File: config.mk
export PLATFORM = sky130hd
export DESIGN_NAME = data_mem_arbiter
export DESIGN_NICKNAME = d
export VERILOG_FILES = /design/src/rtl/data_mem_arbiter.sv
export SDC_FILE = /design/constraint.sdc
export NUM_CORES = 1
export LEC_CHECK = 0
export ABC_CLOCK_PERIOD_IN_PS = 4600
export BUFFER_PORTS_ARGS = -buffer_cell sky130_fd_sc_hd__buf_2
export CELL_PAD_IN_SITES_DETAIL_PLACEMENT = 0
export CELL_PAD_IN_SITES_GLOBAL_PLACEMENT = 1
export CORE_MARGIN = 4
export CORE_UTILIZATION = 30
export DETAILED_ROUTE_END_ITERATION = 10
export PLACE_DENSITY = 0.86
export SETUP_SLACK_MARGIN = 0.02
export SKIP_LAST_GASP = 1
export SYNTH_ARGS = -nofsm -noshare
export SYNTH_HDL_FRONTEND = slang
export SYNTH_SLANG_ARGS = --single-unit
File: constraint.sdc
create_clock -name clk -period 4.6 [get_ports clk]
set_input_delay 0.69 -clock clk [delete_from_list [all_inputs] [get_ports clk]]
set_output_delay 0.69 -clock clk [all_outputs]
set_load 0.1 [all_outputs]
File: src/rtl/data_mem_arbiter.sv
// Two-port round-robin arbiter sharing one single-port data memory.
// Port 0 wins the first tie after reset; read data returns one cycle after the grant edge.
module data_mem_arbiter #(
    parameter int DATA_WIDTH = 32,
    parameter int ADDR_WIDTH = 32,
    parameter int MEM_DEPTH  = 128
) (
    input  logic                  clk,
    input  logic                  rst_n,

    input  logic                  req0_valid,
    input  logic                  req0_we,
    input  logic [ADDR_WIDTH-1:0] req0_addr,
    input  logic [DATA_WIDTH-1:0] req0_wdata,
    output logic                  req0_ready,
    output logic                  req0_rvalid,
    output logic [DATA_WIDTH-1:0] req0_rdata,
    output logic                  req0_err,

    input  logic                  req1_valid,
    input  logic                  req1_we,
    input  logic [ADDR_WIDTH-1:0] req1_addr,
    input  logic [DATA_WIDTH-1:0] req1_wdata,
    output logic                  req1_ready,
    output logic                  req1_rvalid,
    output logic [DATA_WIDTH-1:0] req1_rdata,
    output logic                  req1_err,

    output logic [ADDR_WIDTH-1:0] mem_addr,
    output logic [DATA_WIDTH-1:0] mem_wdata,
    output logic                  mem_we,
    input  logic [DATA_WIDTH-1:0] mem_rdata
);

    localparam logic [ADDR_WIDTH-1:0] LP_DEPTH = ADDR_WIDTH'(MEM_DEPTH);

    typedef enum logic {
        PORT0 = 1'b0,
        PORT1 = 1'b1
    } port_e;

    port_e                 r_last_grant;
    logic                  r_rvalid0;
    logic                  r_rvalid1;
    logic [DATA_WIDTH-1:0] r_rdata0;
    logic [DATA_WIDTH-1:0] r_rdata1;
    logic                  r_err0;
    logic                  r_err1;

    logic                  w_grant0;
    logic                  w_grant1;
    logic                  w_in_range0;
    logic                  w_in_range1;

    assign w_in_range0 = (req0_addr < LP_DEPTH);
    assign w_in_range1 = (req1_addr < LP_DEPTH);

    // On a tie the port that did not win last time is granted.
    always_comb begin
        w_grant0 = 1'b0;
        w_grant1 = 1'b0;
        if (req0_valid && req1_valid) begin
            w_grant0 = (r_last_grant == PORT1);
            w_grant1 = (r_last_grant == PORT0);
        end else begin
            w_grant0 = req0_valid;
            w_grant1 = req1_valid;
        end
    end

    always_comb begin
        mem_addr  = '0;
        mem_wdata = '0;
        mem_we    = 1'b0;
        if (w_grant0) begin
            mem_addr  = req0_addr;
            mem_wdata = req0_wdata;
            mem_we    = req0_we && w_in_range0;
        end else if (w_grant1) begin
            mem_addr  = req1_addr;
            mem_wdata = req1_wdata;
            mem_we    = req1_we && w_in_range1;
        end
    end

    always_ff @(posedge clk or negedge rst_n) begin
        if (!rst_n) begin
            r_last_grant <= PORT1;
            r_rvalid0    <= 1'b0;
            r_rvalid1    <= 1'b0;
            r_rdata0     <= '0;
            r_rdata1     <= '0;
            r_err0       <= 1'b0;
            r_err1       <= 1'b0;
        end else begin
            r_rvalid0 <= w_grant0 && !req0_we;
            r_rvalid1 <= w_grant1 && !req1_we;
            if (w_grant0) begin
                r_last_grant <= PORT0;
            end else if (w_grant1) begin
                r_last_grant <= PORT1;
            end
            // Out-of-range reads still complete, returning zero.
            if (w_grant0 && !req0_we) begin
                r_rdata0 <= w_in_range0 ? mem_rdata : '0;
            end
            if (w_grant1 && !req1_we) begin
                r_rdata1 <= w_in_range1 ? mem_rdata : '0;
            end
            if (w_grant0 && !w_in_range0) begin
                r_err0 <= 1'b1;
            end
            if (w_grant1 && !w_in_range1) begin
                r_err1 <= 1'b1;
            end
        end
    end

    assign req0_ready  = w_grant0;
    assign req1_ready  = w_grant1;
    assign req0_rvalid = r_rvalid0;
    assign req1_rvalid = r_rvalid1;
    assign req0_rdata  = r_rdata0;
    assign req1_rdata  = r_rdata1;
    assign req0_err    = r_err0;
    assign req1_err    = r_err1;

endmodule

==> impl_metrics.py, run 1 <==
metrics = {
    "outcome": {
        "status": "complete, no violations",
    },
    "final_layout": {
        "final_layout_size_suffix_gt1_frac": 0.602,
        "syn_to_final_growth_pct": 47.7,
        "post-route-util": 0.453,
        "nNetsFinal": 809,
        "final_cell_mix": "buf_2 (299), nand2_1 (98), dfrtp_1 (68), a22o_1 (64), o2bb2ai_2 (29)",
        "final_common_cell": "buf_2",
    },
    "yosys": {
        "synth_cell_type_count": 29,
        "ys_ff_latch": 69,
        "yosys_warnings": 0,
        "post_synth.cell_area_avg_um2": 10.7,
        "synth_cells": 360,
        "synth_nets": 526,
        "synth_area_um2": 3870,
        "yosysSeqAreaShare": 0.447,
    },
    "floorplan": {
        "die_area_um2": 14800,
        "die_h_um": 122,
        "die_x_um": 122,
        "num_rows": 41,
        "io-pin-count": 301,
        "core_um2": 12600,
        "start_util": 0.306,
    },
    "route": {
        "wire_per_inst_um": 20.8,
        "vias_per_cell": 5.10,
        "ant_nets": 0,
        "drtIter0Drc": 226,
        "firstDrtPassIters": 4,
        "drc_errors": 0,
        "wl_mm": 17.1,
        "vias": 4175,
    },
    "setup_path": {
        "critPathRequiredTime_ns": 3.91,
        "cp-end-kind": "primary output",
        "worstSetupPathType": "reg -> out",
        "cp.arrival_ns": 2.77,
        "cp_max_fo": 51,
        "r2r_cells": 7,
        "start_kind": "flip-flop",
    },
    "hold_path": {
        "hp-class": "reg -> reg",
        "holdPathStages": 1,
    },
    "sta": {
        "finalSetupViolCount": 0,
        "max_freq_mhz": 289,
        "tightest_slew_ns": 0.952,
        "drv_slew": 0,
        "min_period_ns": 3.46,
        "fin_skew_ns": 0.00568,
        "rsz0062_at_grt": "no",
        "finalSetupTns_ns": 0,
        "layout_worst_path_cycle_share": 0.753,
        "max_slew_margin": 0.365,
        "hold_violations": 0,
    },
    "global_route": {
        "antenna_found_initial": 6,
        "grt_pass1_wl_mm": 24.6,
        "gr-total-overflow": 0,
        "grt_pass1_vias": 4253,
        "track_usage": 0.219,
        "grt_max_degree": 70,
    },
    "cts": {
        "path_clk_slew_ns": 0.06,
        "post_cts_buffers": 0,
        "cts-resized-gates": 0,
        "cts_tree": "built",
        "cts_buffers": 9,
        "hold_buffers": 0,
        "tritoncts_num_sinks": 69,
        "clk_latency_ns": 0.32,
        "htree_num_levels": 3,
        "ctsLongestPathBuffers": 2,
        "root_buffer": "clkbuf_16",
    },
    "power_and_ir_drop": {
        "leakagePower_uw": 0.00303,
        "power_uw": 2060,
        "power_density_nw_per_um2": 360,
        "vdd_drop_max_uv": 200,
    },
    "flow_run": {
        "cap_viol_max_count": 0,
    },
    "place": {
        "io_buffers": 300,
        "routabilityCongestion": 0.964,
        "dp_hpwl_mm": 13.3,
    },
}
## area by class of cell
| type | instances | area, µm² |
|---|---|---|
| Fill cell | 1265 | 6910 |
| Multi-Input combinational cell | 254 | 1900 |
| Sequential cell | 69 | 1730 |
| Timing Repair Buffer | 306 | 1560 |
| Clock buffer | 11 | 253 |
| Tap cell | 172 | 215 |
| Clock inverter | 2 | 35.0 |
| Inverter | 3 | 12.5 |
| Antenna cell | 2 | 5.00 |
## worst paths after layout
check,from,end,slack [ns]
setup / recovery,r_last_grant,mem_addr[13],1.14
hold / removal,req0_err,req0_err,0.46
setup reg to reg,r_last_grant,req0_rdata[1],1.79
hold reg to reg,req0_err,req0_err,0.46
max in group asynchronous,rst_n,req0_rdata[31],3.53
min in group asynchronous,rst_n,req0_rdata[15],0.49
## critical path: stages, from the launching register on
cell and delay, ns:
dfstp_2 0.57, nand2b_1 0.10, and2_2 0.77, buf_4 0.37
a22o_1 0.19, buf_2 0.43
## synthesized netlist by cell type
library cell  instances  area share
nand2_1              98       0.095
dfrtp_1              68        0.44
a22o_1               64        0.14
o2bb2ai_2            29        0.11
o21ai_2              27       0.061
buf_2                12       0.016
buf_6                10       0.029
clkbuf_1              8      0.0078
nor4_1                6      0.0097
buf_4                 4      0.0078
nor4_2                4       0.013
nor2_1                3      0.0029
o21ai_0               3      0.0039
o2bb2ai_1             3      0.0068
a21o_1                2      0.0039
and4_1                2      0.0045
nand2b_1              2      0.0032
nand4_4               2       0.011
nor3_1                2      0.0026
o21ai_1               2      0.0026
a21boi_2              1      0.0029
a21oi_1               1      0.0013
and2_1                1      0.0016
clkinv_2              1      0.0013
dfstp_2               1      0.0068
inv_1                 1     0.00097
inv_2                 1     0.00097
nand2_4               1      0.0029
o22ai_2               1      0.0032
## flip-flops by register name (all words and copies together) (netlist names)
| signal | flops |
|---|---|
| r_last_grant | 1 |
| req0_err | 1 |
| req0_rdata | 32 |
| req0_rvalid | 1 |
| req1_err | 1 |
| req1_rdata | 32 |
| req1_rvalid | 1 |
## layer usage
| metal | track usage | routed length [µm] |
|---|---|---|
| met5 | 0 | 7 |
| met1 | 0.263 | 6470 |
| met4 | 0.0609 | 299 |
| met3 | 0.0399 | 1170 |
| met2 | 0.401 | 9110 |
## logic make-up (layout without fill, tap and decap cells)
family | count (synthesis) | in the layout | share of synthesized area
compound gates | 133 | 133 | 0.343
buf+inv | 37 | 322 | 0.0634
flops | 69 | 69 | 0.447
other cells | 0 | 2 | 0
simple gates | 121 | 121 | 0.147
## stage by stage
| step | std cells | setup slack [ns] | cell area [µm²] | hold WS [ns] |
|---|---|---|---|---|
| 6_report | 819 | 1.14 | 5710 | 0.458 |
| 5_1_grt | 819 | 1.03 | 5710 | 0.471 |
| 4_1_cts | 817 | 1.16 | 5710 | 0.461 |
| 3_5_place_dp | 804 | 1.30 | 5420 | 0.447 |
| 3_3_place_gp | 804 | 1.33 | 5420 | 0.439 |
| 2_1_floorplan | 360 | 1.07 | 3870 | 0.394 |
## report_power, final
group | internal (µW) | switching [µW]
clock network | 439 | 246
logic | 148 | 613
registers | 611 | 2.10
total | 1200 | 861
(Power assumes the default switching activity.)
==> run 2, diff against run 1 <==
--- a/config.mk
+++ b/config.mk
@@ -5,14 +5,15 @@
 export SDC_FILE = /design/constraint.sdc
 export NUM_CORES = 1
 export LEC_CHECK = 0
-export ABC_CLOCK_PERIOD_IN_PS = 4600
+export ABC_AREA = 1
+export ABC_CLOCK_PERIOD_IN_PS = 2900
 export BUFFER_PORTS_ARGS = -buffer_cell sky130_fd_sc_hd__buf_2
 export CELL_PAD_IN_SITES_DETAIL_PLACEMENT = 0
 export CELL_PAD_IN_SITES_GLOBAL_PLACEMENT = 1
 export CORE_MARGIN = 4
-export CORE_UTILIZATION = 30
+export CORE_UTILIZATION = 24
 export DETAILED_ROUTE_END_ITERATION = 10
-export PLACE_DENSITY = 0.86
+export PLACE_DENSITY = 0.77
 export SETUP_SLACK_MARGIN = 0.02
 export SKIP_LAST_GASP = 1
 export SYNTH_ARGS = -nofsm -noshare
==> constraint.sdc (replaced) <==
create_clock -name clk -period 2.9 [get_ports clk]
set_input_delay 0.435 -clock clk [delete_from_list [all_inputs] [get_ports clk]]
set_output_delay 0.435 -clock clk [all_outputs]
set_load 0.1 [all_outputs]
==> run 2 against run 1 <==
Net effect: utilization shrank 4.0 points; critical path depth rose by 2; largest cell class is now buffers; register-to-register slack lost 0.87 ns; clock skew is 0.0036 ns higher; count of clock-buffer cells in the layout unchanged; global-route usage decreased by 3.1 points; sequential cell count is the same; area after synthesis increased by 4.3%; design area is 19% higher; first-iteration DRC count down 28%; total power up 75%.
==> impl_metrics.py, run 2 <==
metrics = {
    "outcome": {
        "status": "complete, no violations",
    },
    "sta": {
        "min_period_ns": 2.66,
        "drv_slew": 0,
        "rsz0062_at_grt": "no",
        "max_slew_margin": 0.391,
        "hold_violations": 0,
        "max_freq_mhz": 376,
        "finalSetupTns_ns": 0,
        "fin_ws_ns": 0.239,
        "layout_worst_path_cycle_share": 0.918,
        "fin_skew_ns": 0.00928,
        "finalSetupViolCount": 0,
        "tightest_slew_ns": 0.913,
    },
    "yosys": {
        "netlist_top_cells_area": "dfrtp_1 (42%), nand2_1 (15%), a22o_1 (11%)",
        "yosysTopAreaCell": "dfrtp_1",
        "synth_cells": 560,
        "async_reset_ff_frac": 1.00,
        "synth_compound_area_frac": 0.130,
        "synth_nets": 726,
        "post_synth.cell_area_avg_um2": 7.20,
        "synth-edff-count": 0,
        "synth.area.mux_share": 0,
        "synth_top_area_share": 0.422,
        "synth_common_cells": "nand2_1 (160), nor2_1 (84), dfrtp_1 (68), nand3_1 (68), inv_1 (67)",
        "yosys_warnings": 0,
        "synth_xor_xnor_area_share": 0,
        "ys_ff_latch": 69,
        "yosysSeqAreaShare": 0.428,
        "synth.most_common_cell": "nand2_1",
        "synth_cell_type_count": 18,
        "synth_area_um2": 4030,
        "synthAdderAreaFrac": 0,
        "yosys.area_share.simple": 0.322,
        "synth_top_family_by_area": "simple AND/OR/NAND/NOR gates",
        "yosys_most_used_dff": "dfrtp_1",
    },
    "floorplan": {
        "io-pin-count": 301,
        "num_rows": 47,
        "die_area_um2": 18900,
        "die_h_um": 138,
        "die_x_um": 138,
        "start_util": 0.244,
        "core_um2": 16500,
    },
    "final_layout": {
        "final_common_cell": "buf_2",
        "nNetsFinal": 1012,
        "final_layout_size_suffix_gt1_frac": 0.400,
        "syn_to_final_growth_pct": 68.9,
        "final_cell_mix": "buf_2 (248), nand2_1 (159), nor2_1 (84), nand3_1 (68), dfrtp_1 (68)",
    },
    "route": {
        "firstDrtPassIters": 4,
        "vias_per_cell": 4.45,
        "wl_mm": 18.6,
        "ant_nets": 0,
        "drtIter0Drc": 162,
        "wire_per_inst_um": 17.3,
        "vias": 4786,
        "drc_errors": 0,
    },
    "setup_path": {
        "cp.arrival_ns": 2.23,
        "worst_path_max_delay_cell": "dfstp_2",
        "r2r_cells": 9,
        "rrSetupSlack_ns": 0.92,
        "critical_path.top_delay_family": "buffers and inverters",
        "cp_cell_sequence": "inv_1 -> nand2_1 -> nand2_2 -> inv_4 -> buf_4 -> a22o_1 -> buf_12",
        "critPathLaunch": "r_last_grant",
        "start_kind": "flip-flop",
        "worstSetupPathType": "reg -> out",
        "cp-end-kind": "primary output",
        "cp_num_buf_inv": 4,
        "crit-reg2reg-launch": "r_last_grant",
        "cp_slowest_stage_delay_ns": 0.53,
        "cp_max_fo": 36,
        "worst-path-stages": 7,
        "critPathRequiredTime_ns": 2.47,
    },
    "cts": {
        "post_cts_buffers": 0,
        "htree_num_levels": 3,
        "root_buffer": "clkbuf_16",
        "cts_buffers": 9,
        "ctsLongestPathBuffers": 2,
        "cts_tree": "built",
        "clk_latency_ns": 0.33,
        "path_clk_slew_ns": 0.06,
        "cts-resized-gates": 0,
        "hold_buffers": 0,
        "tritoncts_num_sinks": 69,
    },
    "global_route": {
        "track_usage": 0.188,
        "grt_pass1_vias": 4718,
        "gr-total-overflow": 0,
        "grt_pass1_wl_mm": 27.0,
        "antenna_found_initial": 5,
        "grt_max_degree": 70,
    },
    "place": {
        "pre_cts_ws_ns": 0.593,
        "dp_hpwl_mm": 14.5,
        "io_buffers": 300,
        "routabilityCongestion": 0.920,
    },
    "power_and_ir_drop": {
        "leakagePower_uw": 0.00409,
        "power_density_nw_per_um2": 528,
        "vdd_drop_max_uv": 267,
    },
    "hold_path": {
        "hp-class": "in -> async",
    },
    "flow_run": {
        "cap_viol_max_count": 0,
    },
}
## run 2: routing by layer
metal / up-vias / track usage / share of wire
met4: 2 / 0.0538 / 0.018
met2: 197 / 0.304 / 0.48
li1: 2369 / - / -
met5: - / 0 / 0.00064
met1: 2201 / 0.232 / 0.40
met3: 17 / 0.0734 / 0.10
## run 2: area by class of cell
cell class	instances	area [µm²]
diodes	4	10.0
flip-flops and latches	69	1730
well taps	220	275
repair buffers	313	2380
clock inverters	5	57.6
fillers	1739	9710
multi-input cells	384	1850
clock buffers	11	253
inverters	69	262
## run 2: worst paths after layout
kind,to
worst max-delay path,mem_wdata[30]
worst max register to register,req0_rdata[13]
min in group clk,r_last_grant
worst min-delay path,req1_rdata[15]
worst min register to register,req1_rdata[5]
max in group asynchronous,req1_rdata[0]
## run 2: report_power, final
group | leakage, µW | total (µW) | switching (µW) | internal, µW
clock | 0.000156 | 1140 | 424 | 714
sequential | 0.000949 | 970 | 1.41 | 968
combinational | 0.00298 | 1490 | 1030 | 462
## run 2: metrics by stage
step / total power (µW) / util / instances / hold slack (ns) / area, µm²
5_1_grt: 3740 / 0.412 / 1075 / 0.326 / 6810
3_5_place_dp: 2480 / 0.393 / 1055 / 0.460 / 6490
4_1_cts: 3650 / 0.412 / 1071 / 0.276 / 6800
2_1_floorplan: 1930 / - / 560 / 0.139 / 4030
3_3_place_gp: 2480 / 0.393 / 1055 / 0.457 / 6490
6_report: 3600 / 0.412 / 1075 / 0.250 / 6810
## run 2: kinds of logic (layout without fill, tap and decap cells)
kind of cell | Yosys count | in the layout
AO/OA/AOI/OAI | 65 | 65
buffers and inverters | 107 | 398
flip-flops | 69 | 69
other | 0 | 4
AND/OR/NAND/NOR | 319 | 319
